File: src/rtl/hpdmc_wrpath_pkg.sv
// Shared definitions for the DDR write-data sequencer: FSM encoding, counter width
// and the DQS levels driven in each phase.
package hpdmc_wrpath_pkg;

  typedef enum logic [2:0] {
    ST_IDLE  = 3'd0,
    ST_WAIT  = 3'd1,
    ST_PRE   = 3'd2,
    ST_BURST = 3'd3,
    ST_POST  = 3'd4
  } wr_state_e;

  localparam int CNT_W = 4;

  // Per-lane DQS levels. Preamble/postamble drive the strobe low on both edges.
  localparam logic DQS_BURST_D0 = 1'b1;
  localparam logic DQS_BURST_D1 = 1'b0;
  localparam logic DQS_QUIET    = 1'b0;

endpackage

File: src/rtl/hpdmc_wrpath_if.sv
// Scheduler/buffer side and DDR-register side of the write-data sequencer.
interface hpdmc_wrpath_if #(
  parameter int DQ_WIDTH = 16
);
  localparam int NB = DQ_WIDTH / 8;

  logic                  write;
  logic [2*DQ_WIDTH-1:0] wdata;
  logic [2*NB-1:0]       wmask;
  logic                  wdata_valid;
  logic                  wdata_ack;
  logic                  err_clr;

  logic [DQ_WIDTH-1:0]   dq_d0;
  logic [DQ_WIDTH-1:0]   dq_d1;
  logic [NB-1:0]         dm_d0;
  logic [NB-1:0]         dm_d1;
  logic [NB-1:0]         dqs_d0;
  logic [NB-1:0]         dqs_d1;
  logic                  dq_oe;
  logic                  dqs_oe;
  logic                  busy;
  logic                  underrun;
  logic                  collision;

  modport slave (
    input  write, wdata, wmask, wdata_valid, err_clr,
    output wdata_ack, dq_d0, dq_d1, dm_d0, dm_d1, dqs_d0, dqs_d1,
           dq_oe, dqs_oe, busy, underrun, collision
  );

  modport master (
    output write, wdata, wmask, wdata_valid, err_clr,
    input  wdata_ack, dq_d0, dq_d1, dm_d0, dm_d1, dqs_d0, dqs_d1,
           dq_oe, dqs_oe, busy, underrun, collision
  );

endinterface

File: src/rtl/hpdmc_wrpath.sv
// Write-data sequencer: after a WRITE strobe waits the write latency, then drives
// DQS preamble, the data burst and postamble into the output DDR registers.
module hpdmc_wrpath
  import hpdmc_wrpath_pkg::*;
#(
  parameter int DQ_WIDTH     = 16,
  parameter int BURST_CYCLES = 4,
  parameter int WL_CYCLES    = 1
) (
  input  logic                sys_clk,
  input  logic                sys_rst,
  hpdmc_wrpath_if.slave       wp
);

  localparam int NB = DQ_WIDTH / 8;
  localparam logic [CNT_W-1:0] WL_LOAD    = (WL_CYCLES > 0) ? CNT_W'(WL_CYCLES - 1) : '0;
  localparam logic [CNT_W-1:0] BURST_LOAD = CNT_W'(BURST_CYCLES - 1);

  wr_state_e           state_q, state_d;
  logic [CNT_W-1:0]    cnt_q, cnt_d;
  logic [DQ_WIDTH-1:0] dq_d0_q, dq_d0_d, dq_d1_q, dq_d1_d;
  logic [NB-1:0]       dm_d0_q, dm_d0_d, dm_d1_q, dm_d1_d;
  logic [NB-1:0]       dqs_d0_q, dqs_d0_d, dqs_d1_q, dqs_d1_d;
  logic                dq_oe_q, dq_oe_d, dqs_oe_q, dqs_oe_d;
  logic                busy_q, busy_d;
  logic                underrun_q, underrun_d, collision_q, collision_d;
  logic                ack;

  // Ack depends only on state/counter so the upstream buffer may gate valid on it.
  assign ack = (state_q == ST_PRE) || ((state_q == ST_BURST) && (cnt_q != '0));

  always_comb begin
    state_d = state_q;
    cnt_d   = cnt_q;
    unique case (state_q)
      ST_IDLE: begin
        if (wp.write) begin
          if (WL_CYCLES == 0) begin
            state_d = ST_PRE;
          end else begin
            state_d = ST_WAIT;
            cnt_d   = WL_LOAD;
          end
        end
      end
      ST_WAIT: begin
        if (cnt_q == '0) state_d = ST_PRE;
        else             cnt_d   = cnt_q - 1'b1;
      end
      ST_PRE: begin
        state_d = ST_BURST;
        cnt_d   = BURST_LOAD;
      end
      ST_BURST: begin
        if (cnt_q == '0) state_d = ST_POST;
        else             cnt_d   = cnt_q - 1'b1;
      end
      ST_POST:  state_d = ST_IDLE;
      default:  state_d = ST_IDLE;
    endcase
  end

  // Outputs are registered from the next state so they line up with state_q.
  always_comb begin
    dq_oe_d  = (state_d == ST_BURST);
    dqs_oe_d = (state_d == ST_PRE) || (state_d == ST_BURST) || (state_d == ST_POST);
    dqs_d0_d = {NB{dq_oe_d ? DQS_BURST_D0 : DQS_QUIET}};
    dqs_d1_d = {NB{dq_oe_d ? DQS_BURST_D1 : DQS_QUIET}};
    busy_d   = (state_d != ST_IDLE);
    dq_d0_d  = '0;
    dq_d1_d  = '0;
    dm_d0_d  = '0;
    dm_d1_d  = '0;
    // Every ack cycle is followed by a BURST cycle, so the loaded word is always shown.
    if (ack) begin
      if (wp.wdata_valid) begin
        dq_d0_d = wp.wdata[DQ_WIDTH-1:0];
        dq_d1_d = wp.wdata[2*DQ_WIDTH-1:DQ_WIDTH];
        dm_d0_d = wp.wmask[NB-1:0];
        dm_d1_d = wp.wmask[2*NB-1:NB];
      end else begin
        dm_d0_d = '1;
        dm_d1_d = '1;
      end
    end
    underrun_d  = (underrun_q  & ~wp.err_clr) | (ack & ~wp.wdata_valid);
    collision_d = (collision_q & ~wp.err_clr) | (wp.write & (state_q != ST_IDLE));
  end

  always_ff @(posedge sys_clk) begin
    if (sys_rst) begin
      state_q     <= ST_IDLE;
      cnt_q       <= '0;
      dq_d0_q     <= '0;
      dq_d1_q     <= '0;
      dm_d0_q     <= '0;
      dm_d1_q     <= '0;
      dqs_d0_q    <= '0;
      dqs_d1_q    <= '0;
      dq_oe_q     <= 1'b0;
      dqs_oe_q    <= 1'b0;
      busy_q      <= 1'b0;
      underrun_q  <= 1'b0;
      collision_q <= 1'b0;
    end else begin
      state_q     <= state_d;
      cnt_q       <= cnt_d;
      dq_d0_q     <= dq_d0_d;
      dq_d1_q     <= dq_d1_d;
      dm_d0_q     <= dm_d0_d;
      dm_d1_q     <= dm_d1_d;
      dqs_d0_q    <= dqs_d0_d;
      dqs_d1_q    <= dqs_d1_d;
      dq_oe_q     <= dq_oe_d;
      dqs_oe_q    <= dqs_oe_d;
      busy_q      <= busy_d;
      underrun_q  <= underrun_d;
      collision_q <= collision_d;
    end
  end

  assign wp.wdata_ack = ack;
  assign wp.dq_d0     = dq_d0_q;
  assign wp.dq_d1     = dq_d1_q;
  assign wp.dm_d0     = dm_d0_q;
  assign wp.dm_d1     = dm_d1_q;
  assign wp.dqs_d0    = dqs_d0_q;
  assign wp.dqs_d1    = dqs_d1_q;
  assign wp.dq_oe     = dq_oe_q;
  assign wp.dqs_oe    = dqs_oe_q;
  assign wp.busy      = busy_q;
  assign wp.underrun  = underrun_q;
  assign wp.collision = collision_q;

endmodule

File: src/flat_wrapper.sv
// flat-port wrapper written by rule: the top's interface ports become plain ports
module hpdmc_wrpath_flat import hpdmc_wrpath_pkg::*;
#(
  parameter int DQ_WIDTH     = 16,
  parameter int BURST_CYCLES = 4,
  parameter int WL_CYCLES    = 1
)
  (sys_clk, sys_rst, wp_write, wp_wdata, wp_wmask, wp_wdata_valid, wp_err_clr, wp_wdata_ack, wp_dq_d0, wp_dq_d1, wp_dm_d0, wp_dm_d1, wp_dqs_d0, wp_dqs_d1, wp_dq_oe, wp_dqs_oe, wp_busy, wp_underrun, wp_collision);
  hpdmc_wrpath_if #(.DQ_WIDTH(DQ_WIDTH)) wp_i ();
  input  logic sys_clk;
  input  logic sys_rst;
  input wire logic [$bits(wp_i.write)-1:0] wp_write;
  input wire logic [$bits(wp_i.wdata)-1:0] wp_wdata;
  input wire logic [$bits(wp_i.wmask)-1:0] wp_wmask;
  input wire logic [$bits(wp_i.wdata_valid)-1:0] wp_wdata_valid;
  input wire logic [$bits(wp_i.err_clr)-1:0] wp_err_clr;
  output wire logic [$bits(wp_i.wdata_ack)-1:0] wp_wdata_ack;
  output wire logic [$bits(wp_i.dq_d0)-1:0] wp_dq_d0;
  output wire logic [$bits(wp_i.dq_d1)-1:0] wp_dq_d1;
  output wire logic [$bits(wp_i.dm_d0)-1:0] wp_dm_d0;
  output wire logic [$bits(wp_i.dm_d1)-1:0] wp_dm_d1;
  output wire logic [$bits(wp_i.dqs_d0)-1:0] wp_dqs_d0;
  output wire logic [$bits(wp_i.dqs_d1)-1:0] wp_dqs_d1;
  output wire logic [$bits(wp_i.dq_oe)-1:0] wp_dq_oe;
  output wire logic [$bits(wp_i.dqs_oe)-1:0] wp_dqs_oe;
  output wire logic [$bits(wp_i.busy)-1:0] wp_busy;
  output wire logic [$bits(wp_i.underrun)-1:0] wp_underrun;
  output wire logic [$bits(wp_i.collision)-1:0] wp_collision;
  assign wp_i.write = wp_write;
  assign wp_i.wdata = wp_wdata;
  assign wp_i.wmask = wp_wmask;
  assign wp_i.wdata_valid = wp_wdata_valid;
  assign wp_i.err_clr = wp_err_clr;
  assign wp_wdata_ack = wp_i.wdata_ack;
  assign wp_dq_d0 = wp_i.dq_d0;
  assign wp_dq_d1 = wp_i.dq_d1;
  assign wp_dm_d0 = wp_i.dm_d0;
  assign wp_dm_d1 = wp_i.dm_d1;
  assign wp_dqs_d0 = wp_i.dqs_d0;
  assign wp_dqs_d1 = wp_i.dqs_d1;
  assign wp_dq_oe = wp_i.dq_oe;
  assign wp_dqs_oe = wp_i.dqs_oe;
  assign wp_busy = wp_i.busy;
  assign wp_underrun = wp_i.underrun;
  assign wp_collision = wp_i.collision;
  hpdmc_wrpath #(.DQ_WIDTH(DQ_WIDTH), .BURST_CYCLES(BURST_CYCLES), .WL_CYCLES(WL_CYCLES)) u_core (.sys_clk(sys_clk), .sys_rst(sys_rst), .wp(wp_i));
endmodule
File: config.mk
export PLATFORM = sky130hd
export DESIGN_NAME = hpdmc_wrpath_flat
export DESIGN_NICKNAME = d
export VERILOG_FILES = /design/src/rtl/hpdmc_wrpath_pkg.sv /design/src/rtl/hpdmc_wrpath_if.sv /design/src/rtl/hpdmc_wrpath.sv /design/src/flat_wrapper.sv
export SDC_FILE = /design/constraint.sdc
export NUM_CORES = 1
export LEC_CHECK = 0
export CAP_MARGIN = 10
export CORE_ASPECT_RATIO = 0.7
export CORE_MARGIN = 3
export CORE_UTILIZATION = 34
export DETAILED_ROUTE_END_ITERATION = 16
export PLACE_DENSITY = 0.74
export SLEW_MARGIN = 20
export SYNTH_ARGS = -nofsm -noshare
export SYNTH_HDL_FRONTEND = slang
export SYNTH_SLANG_ARGS = --single-unit
File: constraint.sdc
create_clock -name sys_clk -period 1.7 [get_ports sys_clk]
set_input_delay 0.17 -clock sys_clk [delete_from_list [all_inputs] [get_ports sys_clk]]
set_output_delay 0.17 -clock sys_clk [all_outputs]
set_load 0.01 [all_outputs]
==> key figures <==
Timing
  • Tcrit/Tclk final: 97.54%
  • Unrepaired setup endpoints after global routing: yes
  • Final Critical Period: about 1.7 ns
  • Slew Viols, Final: 0
  • Setup violations, final: 0
  • Skew final: 0.007722 ns
  • Peak Freq: 0.6030 GHz
  • Final Hold Fails: 0
  • Setup TNS: 0 ns
  • Setup WS post-layout: 0.04174 ns

Yosys
  • Yosys warnings: 0
  • Netlist Area Pre-Place: 1608 sq um
  • Yosys reg bits: 48
  • Number of synthesized flops with an enable pin: 0
  • Cells after Synth: approximately 140
  • Main flop type after synthesis: dfxtp_1
  • Seq/Total Area, Yosys: 59.77%
  • Yosys cell types: 33
  • Ys async rst share: 0%
  • Synthesized area per cell: between 10 and 15 sq um

Run
  • Total of max-cap violations: 0

Detailed routing
  • First DRT Iteration DRCs: 42
  • Wire per inst: 12.11 um
  • Vias: 1278
  • Final ANT Viol Nets: 0
  • # DRC: 0
  • Routed WL: 3.525 mm
  • DR vias/cell: 4.392
  • 1st-pass router iterations: 4

Power and ir drop
  • Psw: 912.9 uW
  • Leakage: 1.051 nW
  • Internal: 2.243 mW
  • Clock share of power: 22.3%
  • Reg power frac: 43.3%
  • PwrDens: 1184 nW/um^2
  • Switching Share: 28.93%
  • VDD IR-drop max: roughly 0.59 mV
  • Tot Pwr: 3.156 mW
  • Combinational share of power: 34.4%

Placement
  • Port bufs: 84
  • Hpwl dp: 2.651 mm
  • Placed cell count: approximately 280
  • Placer Congestion: between 0.8 and 0.9
  • Setup WS pre-CTS: -0.04483 ns

Min path
  • Hold WC Path Type: primary input to flop
  • Sink of the worst hold path: u_core.wp.dm_d1[0]
  • Hold_sp: wp_wmask[2]
  • Hold depth: 3

Setup path
  • Startpoint types: flop
  • Worst endpoint required time: 1.91 ns
  • Crit Path Max Fanout: 6
  • Slowest CP cell: dfxtp_2
  • FF-to-FF Start: u_core.cnt_q[0]
  • Flop-to-flop setup slack: 0.04 ns
  • CP Capture Type: flop
  • Critical path arrival: 1.87 ns
  • Reg2reg end: u_core.cnt_q[0]
  • R2R depth: 6
  • CP max stage delay: between 0.3 and 0.4 ns
  • WS Path Type: flop to flop
  • Critical path, cell by cell: inv_2 -> ha_4 -> and4bb_1 -> buf_6 -> or3_4 -> o41ai_4

Floorplan
  • Die area: 5603 sq um
  • # rows: 20
  • Die Y: 63.54 um
  • Core area: 4454 sq um
  • Starting density of the core: 36.10%
  • Die X-Extent: 88.19 um
  • IO Count: 87

CTS
  • Hold_buf cts: 0
  • Clk sinks: 48
  • Max clock buf depth: 2
  • CTS tree: built
  • Cts bufs inserted: 5
  • Clock Pin Slew Worst Setup and Hold Paths: 0.09 ns
  • H-tree Lvls: 2
  • Clk Latency, worst-skew pair: around 0.3 ns
  • Clock root cell: clkbuf_8

GRT
  • Largest net degree at the start of global routing: 19
  • Gr ovfl total: 0
  • Number of global-route vias before repair: around 1300
  • Overall routing resource usage: 13.02%
  • First-pass GRT wire length: 5.623 mm
  • Initial antenna violation count: 0

Final layout
  • Antenna cells: 0
  • Syn-to-layout area delta: 65.76%
  • Multi-input logic area: 568.0 sq um
  • Fin cells: 291
  • Final Util: 59.83%
  • Nets: between 200 and 300
  • Share of cells above drive strength 1: a little over an eighth
  • Register Area: between 900 and 1000 sq um
  • Number of fill cells: between 300 and 400

Status
  • Outcome: finished clean
[sequential cells by signal (all words and copies together) (netlist names)]
name and cells:
u_core.wp.dm_d1 2, u_core.state_q 3, u_core.wp.busy 1, u_core.wp.dq_oe 1
u_core.wp.collision 1, u_core.cnt_q 4, u_core.wp.dq_d1 16, u_core.wp.underrun 1
u_core.wp.dqs_oe 1, u_core.wp.dq_d0 16, u_core.wp.dm_d0 2
[cell usage in the layout (no fill, tap or decap), types with 2 or more instances in the layout]
master	count
clkbuf_8	6
o31ai_1	2
clkinvlp_4	2
and2_1	32
nand2_1	4
dfxtp_2	2
inv_1	7
mux2i_1	2
clkdlybuf4s50_1	83
buf_6	3
nand2b_1	3
conb_1	2
dfxtp_1	46
a21oi_1	5
nor3_1	3
nor2_1	2
or4b_1	2
buf_4	9
[final cells by class]
cell class                      instances  area share [%]
Sequential cell                        48           36.15
Clock inverter                          2          0.5634
Inverter                                8           1.127
Multi-Input combinational cell         76           21.31
Timing Repair Buffer                   96           35.16
Tap cell                               55           2.582
Clock buffer                            6           3.099
[worst max-delay path: cells and delay by family (launching register included)]
family                   cells  cell delay (ns)
AO/OA/AOI/OAI                1             0.31
flip-flops                   1             0.36
buffers and inverters        2             0.19
adder cells (fa/ha/maj)      1             0.15
AND/OR/NAND/NOR              2             0.56
[worst max path at each step]
stage	startpoint	endpoint	slack (ns)
detailed placement	u_core.cnt_q[0]	u_core.cnt_q[0]	-0.04
CTS	u_core.cnt_q[0]	u_core.wp.dm_d0[1]	0.007
global route	u_core.cnt_q[1]	u_core.wp.dq_d1[14]	-0.02
finish	u_core.cnt_q[0]	u_core.cnt_q[0]	0.04
global placement	u_core.cnt_q[0]	wp_wdata_ack	0.02
floorplan	u_core.cnt_q[0]	u_core.cnt_q[0]	0.07
[cells in the mapped netlist, types with 2 or more instances]
cell type	n	area, sq um
a21oi_1	6	30.03
and2_1	32	200.2
buf_4	4	30.03
buf_6	5	56.30
clkbuf_1	3	11.26
dfxtp_1	48	960.9
inv_1	8	30.03
mux2i_1	2	20.02
nand2_1	4	15.01
nand2b_1	3	18.77
nor2_1	2	7.510
nor3_1	3	15.01
o31ai_1	2	15.01
or4b_1	2	20.02
[routing by layer]
| layer | wire, um | global-route usage [%] | vias to the layer above |
|---|---|---|---|
| li1 | - | - | 642 |
| met4 | 54 | 5.660 | 0 |
| met1 | 1561 | 15.42 | 550 |
| met2 | 1432 | 19.40 | 77 |
| met5 | 0 | 0 | - |
| met3 | 476 | 6.928 | 9 |
[logic make-up after synthesis]
| logic type | count (synthesis) | synth area share [%] |
|---|---|---|
| other | 1 | 0.2332 |
| buffers and inverters | 20 | 7.938 |
| and+or+nand+nor | 55 | 22.96 |
| adders and majority gates | 1 | 0.7781 |
| muxes | 2 | 1.245 |
| AOI/OAI and AO/OA | 15 | 6.538 |
| DFF | 48 | 59.77 |
| xor gates and xnor gates | 1 | 0.5448 |
[timing repair]
action / 4_1_cts / 5_1_grt
setup buffers: 0 / 1
endpoints found under the setup margin: 4 / 38
pin swaps: 1 / 2
hold endpoints to repair: 0 / 0
gates resized for setup: 6 / 10
[power by group through the flow]
stage	sequential (mW)	combinational (mW)	clock (mW)
after floorplan	1.40	0.496	0
after global placement	1.38	0.959	0
after detailed placement	1.38	0.977	0
after CTS	1.36	0.973	0.730
after global routing	1.38	1.16	0.782
final	1.37	1.08	0.705
[metrics by stage]
step	area [sq um]	hold slack [ns]
final	2665	0.4071
after global routing	2665	0.4178
after CTS	2604	0.4024
after detailed placement	2506	0.4661
after global placement	2506	0.4591
after floorplan	1612	0.2583
No activity file was read; power rests on OpenSTA's default activity.
